$ cat src/rtl/control_despacho.sv
// Dispense/change sequencer: turns the vending FSM result into timed motor and coin pulses.
// Optional change sequencing (CHG/CGAP states, moneda_out) is built when DESPACHO_CAMBIO_EN is defined.
module control_despacho #(
    parameter int PULSE_CYCLES = 8,
    parameter int STOCK_INIT   = 4
) (
    input  logic       clk,
    input  logic       rst,
    input  logic       listo,
    input  logic [1:0] producto,
    input  logic [1:0] cambio,
    input  logic       recarga,
    output logic [2:0] motor,
    output logic       moneda_out,
    output logic       ocupado,
    output logic       hecho,
    output logic [2:0] agotado,
    output logic       error,
    output logic       perdido
);

    typedef enum logic [2:0] {
        IDLE,
        VEND,
        VGAP,
`ifdef DESPACHO_CAMBIO_EN
        CHG,
        CGAP,
`endif
        DONE
    } state_t;

    localparam logic [7:0] P  = 8'(PULSE_CYCLES);
    localparam logic [3:0] S0 = 4'(STOCK_INIT);

    state_t          state;
    logic [7:0]      cnt;
    logic            listo_q;
    logic [1:0]      prod_r;
    logic [2:0][3:0] stock;
    logic            req;
    logic [1:0]      idx;

    assign req = listo & ~listo_q;
    assign idx = producto - 2'd1;

    always_comb begin
        for (int i = 0; i < 3; i++) agotado[i] = (stock[i] == 4'd0);
    end

`ifdef DESPACHO_CAMBIO_EN
    logic [1:0] chg_r;
`else
    logic unused_cambio;
    assign unused_cambio = ^cambio;
    assign moneda_out    = 1'b0;
`endif

    always_ff @(posedge clk) begin
        if (rst) begin
            state   <= IDLE;
            cnt     <= '0;
            listo_q <= 1'b1;  // a listo held high through reset is not an edge
            prod_r  <= '0;
            stock   <= {3{S0}};
            motor   <= '0;
            ocupado <= 1'b0;
            hecho   <= 1'b0;
            error   <= 1'b0;
            perdido <= 1'b0;
`ifdef DESPACHO_CAMBIO_EN
            moneda_out <= 1'b0;
            chg_r      <= '0;
`endif
        end else begin
            listo_q <= listo;
            hecho   <= 1'b0;
            error   <= 1'b0;
            if (req && state != IDLE) perdido <= 1'b1;
            case (state)
                IDLE: begin
                    if (req) begin
                        prod_r  <= producto;
                        ocupado <= 1'b1;
`ifdef DESPACHO_CAMBIO_EN
                        chg_r <= cambio;
`endif
                        if (producto != 2'd0 && stock[idx] != 4'd0) begin
                            stock[idx] <= stock[idx] - 4'd1;
                            cnt        <= P;
                            motor      <= 3'b001 << idx;
                            state      <= VEND;
                        end else begin
                            error <= (producto != 2'd0);
`ifdef DESPACHO_CAMBIO_EN
                            if (cambio != 2'd0) begin
                                state      <= CHG;
                                cnt        <= P;
                                moneda_out <= 1'b1;
                            end else
`endif
                            begin
                                state <= DONE;
                                hecho <= 1'b1;
                            end
                        end
                    end else if (recarga) begin
                        stock <= {3{S0}};
                    end
                end
                VEND: begin
                    if (cnt == 8'd1) begin
                        motor <= '0;
                        cnt   <= P;
                        state <= VGAP;
                    end else begin
                        motor <= 3'b001 << (prod_r - 2'd1);
                        cnt   <= cnt - 8'd1;
                    end
                end
                VGAP: begin
                    if (cnt == 8'd1) begin
`ifdef DESPACHO_CAMBIO_EN
                        if (chg_r != 2'd0) begin
                            state      <= CHG;
                            cnt        <= P;
                            moneda_out <= 1'b1;
                        end else
`endif
                        begin
                            state <= DONE;
                            hecho <= 1'b1;
                        end
                    end else begin
                        cnt <= cnt - 8'd1;
                    end
                end
`ifdef DESPACHO_CAMBIO_EN
                CHG: begin
                    if (cnt == 8'd1) begin
                        moneda_out <= 1'b0;
                        cnt        <= P;
                        state      <= CGAP;
                    end else begin
                        cnt <= cnt - 8'd1;
                    end
                end
                CGAP: begin
                    if (cnt == 8'd1) begin
                        chg_r <= chg_r - 2'd1;
                        if (chg_r != 2'd1) begin
                            cnt        <= P;
                            moneda_out <= 1'b1;
                            state      <= CHG;
                        end else begin
                            state <= DONE;
                            hecho <= 1'b1;
                        end
                    end else begin
                        cnt <= cnt - 8'd1;
                    end
                end
`endif
                DONE: begin
                    state   <= IDLE;
                    ocupado <= 1'b0;
                end
                default: state <= IDLE;
            endcase
        end
    end

endmodule

$ cat config.mk
export PLATFORM = sky130hd
export DESIGN_NAME = control_despacho
export DESIGN_NICKNAME = d
export VERILOG_FILES = /design/src/rtl/control_despacho.sv
export SDC_FILE = /design/constraint.sdc
export NUM_CORES = 1
export LEC_CHECK = 0
export CAP_MARGIN = 10
export CORE_MARGIN = 2
export CORE_UTILIZATION = 55
export DETAILED_ROUTE_END_ITERATION = 7
export MAX_ROUTING_LAYER = met4
export PLACE_DENSITY = 0.79
export SYNTH_ARGS = -nofsm -noshare
export SYNTH_HDL_FRONTEND = slang
export SYNTH_SLANG_ARGS = --single-unit
$ cat constraint.sdc
create_clock -name clk -period 3.29 [get_ports clk]
set_clock_uncertainty 0.1 [all_clocks]
set_input_delay 0.658 -clock clk [delete_from_list [all_inputs] [get_ports clk]]
set_output_delay 0.658 -clock clk [all_outputs]
set_load 0.03 [all_outputs]
==> impl_metrics.prom, run 1 <==
# TYPE chip_impl_metric gauge
chip_impl_info{name="status",value="finished, final reports clean"} 1
chip_impl_metric{name="wire_per_inst",unit="um"} 14.35
chip_impl_metric{name="place.gp.congestion",unit=""} 0.9161
chip_impl_metric{name="tritoncts_num_sinks",unit=""} 32
chip_impl_info{name="cts_tree",value="yes"} 1
chip_impl_metric{name="numPlacedInstances",unit=""} 289
chip_impl_metric{name="place_hpwl",unit="um"} 3299
chip_impl_metric{name="worst_skew_pair.late_latency",unit="ns"} 0.34
chip_impl_metric{name="synth-seq-cells",unit=""} 32
chip_impl_metric{name="largest_net_degree_at_the_start_of_global_routing",unit=""} 14
chip_impl_info{name="crit_path_end_kind",value="flop"} 1
chip_impl_metric{name="area_growth_syn_to_layout",unit="%"} 17.21
chip_impl_info{name="worst_hold_path_type",value="flop to flop"} 1
chip_impl_metric{name="fp.dieW",unit="um"} 63.08
chip_impl_metric{name="max_clock_freq",unit="GHz"} 0.3244
chip_impl_metric{name="synth-simple-area-share",unit=""} 0.2203
chip_impl_metric{name="synthCells",unit=""} 223
chip_impl_metric{name="placement.io_buffers",unit=""} 15
chip_impl_metric{name="final_net_count",unit=""} 269
chip_impl_metric{name="clock_transition_at_the_registers_of_the_reported_paths",unit="ns"} 0.11
chip_impl_metric{name="ys_seq_area_frac",unit=""} 0.3338
chip_impl_metric{name="final_min_period_over_clock_period",unit=""} 0.9371
chip_impl_metric{name="synth.net_count",unit=""} 242
chip_impl_metric{name="placedInstanceArea",unit="sq mm"} 0.002188
chip_impl_metric{name="first_pass_drt_iterations",unit=""} 4
chip_impl_metric{name="fin_ws",unit="ns"} 0.2071
chip_impl_metric{name="synthesis.area",unit="sq mm"} 0.001919
chip_impl_metric{name="p_total",unit="mW"} 1.249
chip_impl_info{name="crit_path_frequent_cell",value="sky130_fd_sc_hd__ha_1"} 1
chip_impl_metric{name="finalCoreUtilization",unit=""} 0.6742
chip_impl_metric{name="cts.repair.resized",unit=""} 0
chip_impl_metric{name="num_antenna_cells",unit=""} 0
chip_impl_metric{name="drtAntennaViolNets",unit=""} 0
chip_impl_metric{name="required",unit="ns"} 3.44
chip_impl_metric{name="synth_warnings",unit=""} 0
chip_impl_info{name="standard_cell_with_the_maximum_stage_delay_on_the_critical_path",value="sky130_fd_sc_hd__clkdlybuf4s50_1"} 1
chip_impl_metric{name="maxCapViolCount",unit=""} 0
chip_impl_info{name="worst_path_cell_trace",value="clkdlybuf4s50_1 > inv_1 > ha_1 > mux2_2 > a22oi_1 > ha_1 > buf_4 > a41o_1 > a211oi_1 > o32ai_1"} 1
chip_impl_metric{name="preCtsSetupSlack",unit="ns"} -0.1080
chip_impl_metric{name="fp.dieH",unit="um"} 63.08
chip_impl_metric{name="finalWorstPathRequiredPeriod",unit="ns"} 3.083
chip_impl_metric{name="ioPinCount",unit=""} 19
chip_impl_info{name="clk_root_buffer_cell",value="sky130_fd_sc_hd__clkbuf_4"} 1
chip_impl_metric{name="floorplan.initialDensity",unit=""} 0.5752
chip_impl_metric{name="synth_compound_area_frac",unit=""} 0.2145
chip_impl_metric{name="tritoncts.num_buffers",unit=""} 5
chip_impl_info{name="critical_path_class",value="input pin to flop"} 1
chip_impl_metric{name="cp_slowest_stage_delay",unit="ns"} 0.51
chip_impl_metric{name="global_route_wire_length_before_repair",unit="um"} 7169
chip_impl_metric{name="cp_max_fanout",unit=""} 8
chip_impl_metric{name="design.core.area",unit="sq mm"} 0.003337
chip_impl_metric{name="vias",unit=""} 1739
chip_impl_metric{name="final_cells",unit=""} 297
chip_impl_metric{name="drive_gt1_frac",unit=""} 0.1673
chip_impl_info{name="timing.critical_path.from_type",value="input pin"} 1
chip_impl_metric{name="cts_max_path_buffers",unit=""} 2
chip_impl_metric{name="cp.arrival",unit="ns"} 3.23
chip_impl_metric{name="p_leak",unit="nW"} 0.8813
chip_impl_metric{name="dieArea",unit="sq mm"} 0.003978
chip_impl_metric{name="synth_xor_area_frac",unit=""} 0.009126
chip_impl_metric{name="power.ir.vdd_worst",unit="V"} 0.0004090
chip_impl_metric{name="hold_fails_final_rpt",unit=""} 0
chip_impl_metric{name="synth-edff-count",unit=""} 0
chip_impl_info{name="synth_top_family_by_area",value="simple AND/OR/NAND/NOR gates"} 1
chip_impl_metric{name="per_cell_via_count_in_the_routed_design",unit=""} 5.855
chip_impl_metric{name="postSynthAreaPerCell",unit="sq um"} 8.607
chip_impl_metric{name="ctsHoldBuffers",unit=""} 0
chip_impl_metric{name="htree_levels",unit=""} 2
chip_impl_metric{name="synth_cell_types",unit=""} 54
chip_impl_metric{name="grt_usage",unit=""} 0.2329
chip_impl_metric{name="power_density",unit="mW/mm^2"} 555.2
chip_impl_metric{name="cts_setup_buffers",unit=""} 0
chip_impl_metric{name="grt_overflow",unit=""} 0
chip_impl_metric{name="synthMuxAreaShare",unit=""} 0.09257
chip_impl_metric{name="postLayoutCellArea",unit="sq mm"} 0.002250
chip_impl_metric{name="slew_viol_final",unit=""} 0
chip_impl_metric{name="detailedRoute.firstIterationViolations",unit=""} 77
chip_impl_metric{name="first_global_vias",unit=""} 1531
chip_impl_metric{name="report.final.setup_viol",unit=""} 0
chip_impl_metric{name="placement_rows",unit=""} 21
chip_impl_info{name="rsz0062_at_grt",value="false"} 1
chip_impl_metric{name="async_flop_share",unit=""} 0
chip_impl_metric{name="arithmetic_cell_share_of_the_synthesized_area_counting_full_adders_half_adders_and_majority_gates",unit=""} 0.07171
chip_impl_metric{name="wirelength",unit="um"} 4263
chip_impl_metric{name="remaining_drc_errors",unit=""} 0
chip_impl_info{name="most_instantiated_flip_flop_cell_in_the_synthesis_netlist",value="sky130_fd_sc_hd__dfxtp_1"} 1
chip_impl_metric{name="grt_antenna_before_repair",unit=""} 0
-- layer usage --
layer	wire length (um)	track usage	up-vias	share of wire
met1	2088	0.3255	811	0.49
met5	0	-	-	0
met3	275	0.05179	4	0.065
met2	1862	0.3351	58	0.44
li1	-	-	866	-
met4	36	0.07222	0	0.0084
-- state kept, by name, indices dropped and copies added, names as in the netlist --
signal,cells
cnt,8
error,1
hecho,1
listo_q,1
motor,3
ocupado,1
perdido,1
prod_r,2
state,2
stock,12
-- power breakdown --
| group | switching (mW) | internal, mW |
|---|---|---|
| Sequential | 0.0321 | 0.419 |
| Clock | 0.138 | 0.102 |
| Combinational | 0.345 | 0.214 |
| Total | 0.515 | 0.734 |
-- worst paths after layout --
path | start | to | slack [ns] | depth (start not counted)
setup / recovery | producto[0] | cnt[2]$_SDFFE_PP0P_ | 0.21 | 10
setup reg to reg | state[0]$_SDFFE_PP0P_ | stock[1]$_SDFFE_PP0P_ | 0.91 | 7
hold reg to reg | stock[0]$_SDFFE_PP0P_ | stock[0]$_SDFFE_PP0P_ | 0.38 | 2
hold / removal | stock[0]$_SDFFE_PP0P_ | stock[0]$_SDFFE_PP0P_ | 0.38 | 2
-- Yosys cell counts (3+ instances only) --
cell type	number	area, sq um
sky130_fd_sc_hd__nand2_1	22	82.58
sky130_fd_sc_hd__a31o_2	3	26.28
sky130_fd_sc_hd__nor3_1	10	50.05
sky130_fd_sc_hd__dfxtp_1	32	640.6
sky130_fd_sc_hd__nand2b_1	3	18.77
sky130_fd_sc_hd__a41o_1	3	30.03
sky130_fd_sc_hd__nor4_1	3	18.77
sky130_fd_sc_hd__clkbuf_1	6	22.52
sky130_fd_sc_hd__mux2i_1	14	140.1
sky130_fd_sc_hd__nand3_1	4	20.02
sky130_fd_sc_hd__a211oi_1	3	22.52
sky130_fd_sc_hd__or2_2	3	18.77
sky130_fd_sc_hd__o21ai_1	4	20.02
sky130_fd_sc_hd__inv_1	14	52.55
sky130_fd_sc_hd__o311ai_1	3	26.28
sky130_fd_sc_hd__nor2_1	15	56.30
sky130_fd_sc_hd__ha_1	11	137.6
sky130_fd_sc_hd__or3_1	3	18.77
sky130_fd_sc_hd__a21oi_1	12	60.06
sky130_fd_sc_hd__a31oi_1	4	25.02
sky130_fd_sc_hd__o21ai_0	5	25.02
sky130_fd_sc_hd__nor2b_1	4	25.02
sky130_fd_sc_hd__nand4_1	3	18.77
-- per-stage QoR --
stage	TNS, ns	hold slack (ns)
global route	0	0.4012
detailed placement	-0.4453	0.3622
finish	0	0.3820
global placement	-0.03054	0.3581
CTS	0	0.3820
floorplan	0	0.3341
-- cell type report --
class / instances / area, sq um
tap: 46 / 57.56
clock buffer: 6 / 51.30
timing repair buffer: 30 / 262.8
inverter: 15 / 56.30
clock inverter: 2 / 10.01
multi-input combinational: 166 / 1171
sequential: 32 / 640.6
fill: 292 / 1087
-- cells by family (layout without fill, tap and decap cells) --
kind of cell,count (synthesis),count (layout)
multiplexers,17,17
other,1,1
buffers and inverters,25,53
flip-flops,32,32
XOR/XNOR,2,2
AND/OR/NAND/NOR,81,81
adder cells (fa/ha/maj),11,11
AO/OA/AOI/OAI,54,54
-- worst max-delay path, delay by kind of cell --
family	cells	cell delay, ns
AO/OA/AOI/OAI	4	0.83
buffers and inverters	3	0.74
adder cells (fa/ha/maj)	2	0.63
multiplexers	1	0.36
-- cell usage in the layout (no fill, tap or decap), types with 5 or more instances in the layout --
master                            Yosys  layout
sky130_fd_sc_hd__a21oi_1             12      12
sky130_fd_sc_hd__buf_4                1      15
sky130_fd_sc_hd__clkbuf_4             0       5
sky130_fd_sc_hd__clkdlybuf4s50_1      0      15
sky130_fd_sc_hd__dfxtp_1             32      32
sky130_fd_sc_hd__ha_1                11      11
sky130_fd_sc_hd__inv_1               14      14
sky130_fd_sc_hd__mux2i_1             14      14
sky130_fd_sc_hd__nand2_1             22      22
sky130_fd_sc_hd__nor2_1              15      15
sky130_fd_sc_hd__nor3_1              10      10
sky130_fd_sc_hd__o21ai_0              5       5
(Power assumes the default switching activity.)
==> run 2, diff against run 1 <==
--- a/config.mk
+++ b/config.mk
@@ -11,6 +11,7 @@
 export DETAILED_ROUTE_END_ITERATION = 7
 export MAX_ROUTING_LAYER = met4
 export PLACE_DENSITY = 0.79
+export SKIP_CTS_REPAIR_TIMING = 1
 export SYNTH_ARGS = -nofsm -noshare
 export SYNTH_HDL_FRONTEND = slang
 export SYNTH_SLANG_ARGS = --single-unit
==> results of run 2 <==
Same layout as run 1: the final DEF is identical, and so are final timing and power.
==> run 3, diff against run 2 <==
--- a/config.mk
+++ b/config.mk
@@ -5,12 +5,12 @@
 export SDC_FILE = /design/constraint.sdc
 export NUM_CORES = 1
 export LEC_CHECK = 0
-export CAP_MARGIN = 10
+export CAP_MARGIN = 0
 export CORE_MARGIN = 2
 export CORE_UTILIZATION = 55
 export DETAILED_ROUTE_END_ITERATION = 7
 export MAX_ROUTING_LAYER = met4
-export PLACE_DENSITY = 0.79
+export PLACE_DENSITY = 0.77
 export SKIP_CTS_REPAIR_TIMING = 1
 export SYNTH_ARGS = -nofsm -noshare
 export SYNTH_HDL_FRONTEND = slang
==> impl_metrics.prom, run 3 (synthesis gave the netlist of run 1 again) <==
# TYPE chip_impl_metric gauge
chip_impl_metric{name="tritoncts.num_buffers",unit=""} 5
chip_impl_metric{name="drive_gt1_frac",unit=""} 0.1566
chip_impl_metric{name="maxCapViolCount",unit=""} 0
chip_impl_info{name="clk_root_buffer_cell",value="sky130_fd_sc_hd__clkbuf_4"} 1
chip_impl_metric{name="power.switching",unit="mW"} 0.5080
chip_impl_metric{name="final_net_count",unit=""} 268
chip_impl_metric{name="fp.dieW",unit="um"} 63.08
chip_impl_metric{name="worst_hold_depth",unit=""} 2
chip_impl_metric{name="worst_slew_margin_rel",unit=""} 0.4815
chip_impl_info{name="final_common_cell",value="sky130_fd_sc_hd__dfxtp_1"} 1
chip_impl_metric{name="grt_antenna_before_repair",unit=""} 0
chip_impl_metric{name="place.gp.congestion",unit=""} 0.9576
chip_impl_metric{name="setup_tns",unit="ns"} 0
chip_impl_metric{name="floorplan.initialDensity",unit=""} 0.5752
chip_impl_info{name="critical_path_class",value="input pin to flop"} 1
chip_impl_info{name="leading_cell_types_in_the_layout_fill_and_taps_excluded",value="sky130_fd_sc_hd__dfxtp_1 (32), sky130_fd_sc_hd__nand2_1 (22), sky130_fd_sc_hd__nor2_1 (15), sky130_fd_sc_hd__clkdlybuf4s50_1 (15)"} 1
chip_impl_metric{name="fp.dieH",unit="um"} 63.08
chip_impl_metric{name="p_clk_frac",unit=""} 0.171
chip_impl_info{name="rsz0062_at_grt",value="false"} 1
chip_impl_info{name="status",value="finished, final reports clean"} 1
chip_impl_metric{name="required",unit="ns"} 3.44
chip_impl_metric{name="clock_transition_at_the_registers_of_the_reported_paths",unit="ns"} 0.09
chip_impl_info{name="timing.critical_path.from_type",value="input pin"} 1
chip_impl_metric{name="ioPinCount",unit=""} 19
chip_impl_metric{name="grt_usage",unit=""} 0.2504
chip_impl_metric{name="first_pass_drt_iterations",unit=""} 4
chip_impl_metric{name="final_cells",unit=""} 295
chip_impl_metric{name="vias",unit=""} 1715
chip_impl_metric{name="tritoncts_num_sinks",unit=""} 32
chip_impl_metric{name="timing.reg2reg.worst_path_depth",unit=""} 7
chip_impl_metric{name="timing.hold.ws",unit="ns"} 0.3781
chip_impl_metric{name="cp.arrival",unit="ns"} 3.20
chip_impl_metric{name="largest_net_degree_at_the_start_of_global_routing",unit=""} 20
chip_impl_metric{name="timing_worst_slew_pin_value",unit="ns"} 0.7741
chip_impl_info{name="cts_tree",value="yes"} 1
chip_impl_metric{name="drtAntennaViolNets",unit=""} 0
chip_impl_metric{name="num_antenna_cells",unit=""} 0
chip_impl_metric{name="global_route_wire_length_before_repair",unit="um"} 7534
chip_impl_metric{name="placement_rows",unit=""} 21
chip_impl_info{name="biggest_regs",value="stock (12), cnt (8), motor (3)"} 1
chip_impl_metric{name="htree_levels",unit=""} 2
chip_impl_metric{name="dieArea",unit="sq mm"} 0.003978
chip_impl_metric{name="power_density",unit="mW/mm^2"} 545.7
chip_impl_metric{name="largest_register_ffs",unit=""} 12
chip_impl_metric{name="wirelength",unit="um"} 4434
chip_impl_metric{name="placement.io_buffers",unit=""} 15
chip_impl_metric{name="remaining_drc_errors",unit=""} 0
chip_impl_metric{name="power.ir.vdd_worst",unit="V"} 0.0003426
chip_impl_metric{name="cellInternalPower",unit="mW"} 0.7074
chip_impl_metric{name="final_min_period_over_clock_period",unit=""} 0.9275
chip_impl_metric{name="power_switching_share",unit=""} 0.4180
chip_impl_metric{name="pwr-share-seq",unit=""} 0.371
chip_impl_metric{name="finalWorstPathRequiredPeriod",unit="ns"} 3.052
chip_impl_metric{name="max_clock_freq",unit="GHz"} 0.3277
chip_impl_metric{name="area_growth_syn_to_layout",unit="%"} 16.04
chip_impl_metric{name="first_global_vias",unit=""} 1555
chip_impl_metric{name="fillers",unit=""} 298
chip_impl_metric{name="report.final.setup_viol",unit=""} 0
chip_impl_metric{name="wire_per_inst",unit="um"} 15.03
chip_impl_metric{name="worst_skew_pair.late_latency",unit="ns"} 0.33
chip_impl_metric{name="place_hpwl",unit="um"} 3330
chip_impl_metric{name="comb_power_share",unit=""} 0.458
chip_impl_metric{name="slew_viol_final",unit=""} 0
chip_impl_metric{name="cp_max_fanout",unit=""} 8
chip_impl_metric{name="detailedRoute.firstIterationViolations",unit=""} 96
chip_impl_info{name="crit_path_end_kind",value="flop"} 1
chip_impl_metric{name="per_cell_via_count_in_the_routed_design",unit=""} 5.814
chip_impl_info{name="regMostFlops",value="stock"} 1
chip_impl_metric{name="p_leak",unit="nW"} 0.8666
chip_impl_info{name="worst_hold_path_type",value="flop to flop"} 1
chip_impl_metric{name="hold_fails_final_rpt",unit=""} 0
chip_impl_metric{name="numPlacedInstances",unit=""} 288
chip_impl_metric{name="grt_overflow",unit=""} 0
chip_impl_metric{name="cts_max_path_buffers",unit=""} 2
chip_impl_metric{name="design.core.area",unit="sq mm"} 0.003337
[run 3: cell count changes in the layout (fill, tap and decap cells not counted), sizes merged]
cell / previous run / this run
clkinv: 3 / 2
buf: 15 / 14
[run 3: routing by layer]
metal  GRT usage  vias up  routed length [um]
met5           -        -                   0
met4     0.08611        0                  47
met3     0.05536        6                 201
met2      0.3763       36                2038
met1      0.3330      810                2147
li1            -      863                   -
[run 3: path summary, 6_finish.rpt]
check | endpoint | slack (ns) | startpoint
setup / recovery | cnt[2]$_SDFFE_PP0P_ | 0.24 | producto[1]
hold / removal | stock[1]$_SDFFE_PP0P_ | 0.38 | stock[1]$_SDFFE_PP0P_
setup reg to reg | stock[0]$_SDFFE_PP0P_ | 0.89 | state[0]$_SDFFE_PP0P_
hold reg to reg | stock[1]$_SDFFE_PP0P_ | 0.38 | stock[1]$_SDFFE_PP0P_
[run 3: power groups by stage]
stage / registers, mW / clock network (mW) / logic, mW
global route: 0.456 / 0.229 / 0.622
global placement: 0.458 / 0 / 0.539
finish: 0.451 / 0.207 / 0.557
detailed placement: 0.460 / 0 / 0.547
floorplan: 0.462 / 0 / 0.412
CTS: 0.450 / 0.216 / 0.552
[run 3: stage by stage]
stage / total power, mW / setup slack (ns) / instance area [sq um] / util
2_1_floorplan: 0.8737 / 0.3574 / 1919 / -
3_3_place_gp: 0.9966 / -0.02232 / 2181 / 0.6535
3_5_place_dp: 1.007 / -0.07111 / 2181 / 0.6535
4_1_cts: 1.217 / 0.2655 / 2227 / 0.6674
5_1_grt: 1.307 / 0.08462 / 2227 / 0.6674
6_report: 1.215 / 0.2384 / 2227 / 0.6674
[run 3: cell type report]
type | instances | area (sq um) | share of cell area
Clock buffer | 6 | 41.29 | 0.01854
Clock inverter | 1 | 5.005 | 0.002247
Inverter | 15 | 56.30 | 0.02528
Multi-Input combinational cell | 166 | 1171 | 0.5258
Sequential cell | 32 | 640.6 | 0.2876
Tap cell | 46 | 57.56 | 0.02584
Timing Repair Buffer | 29 | 255.2 | 0.1146
[run 3: critical path, cell delays in order]
cell	delay, ns
sky130_fd_sc_hd__clkdlybuf4s50_1	0.51
sky130_fd_sc_hd__inv_1	0.07
sky130_fd_sc_hd__ha_1	0.39
sky130_fd_sc_hd__mux2_2	0.36
sky130_fd_sc_hd__a22oi_1	0.21
sky130_fd_sc_hd__ha_1	0.22
sky130_fd_sc_hd__buf_4	0.15
sky130_fd_sc_hd__a41o_1	0.33
sky130_fd_sc_hd__a211oi_1	0.08
sky130_fd_sc_hd__o32ai_1	0.21
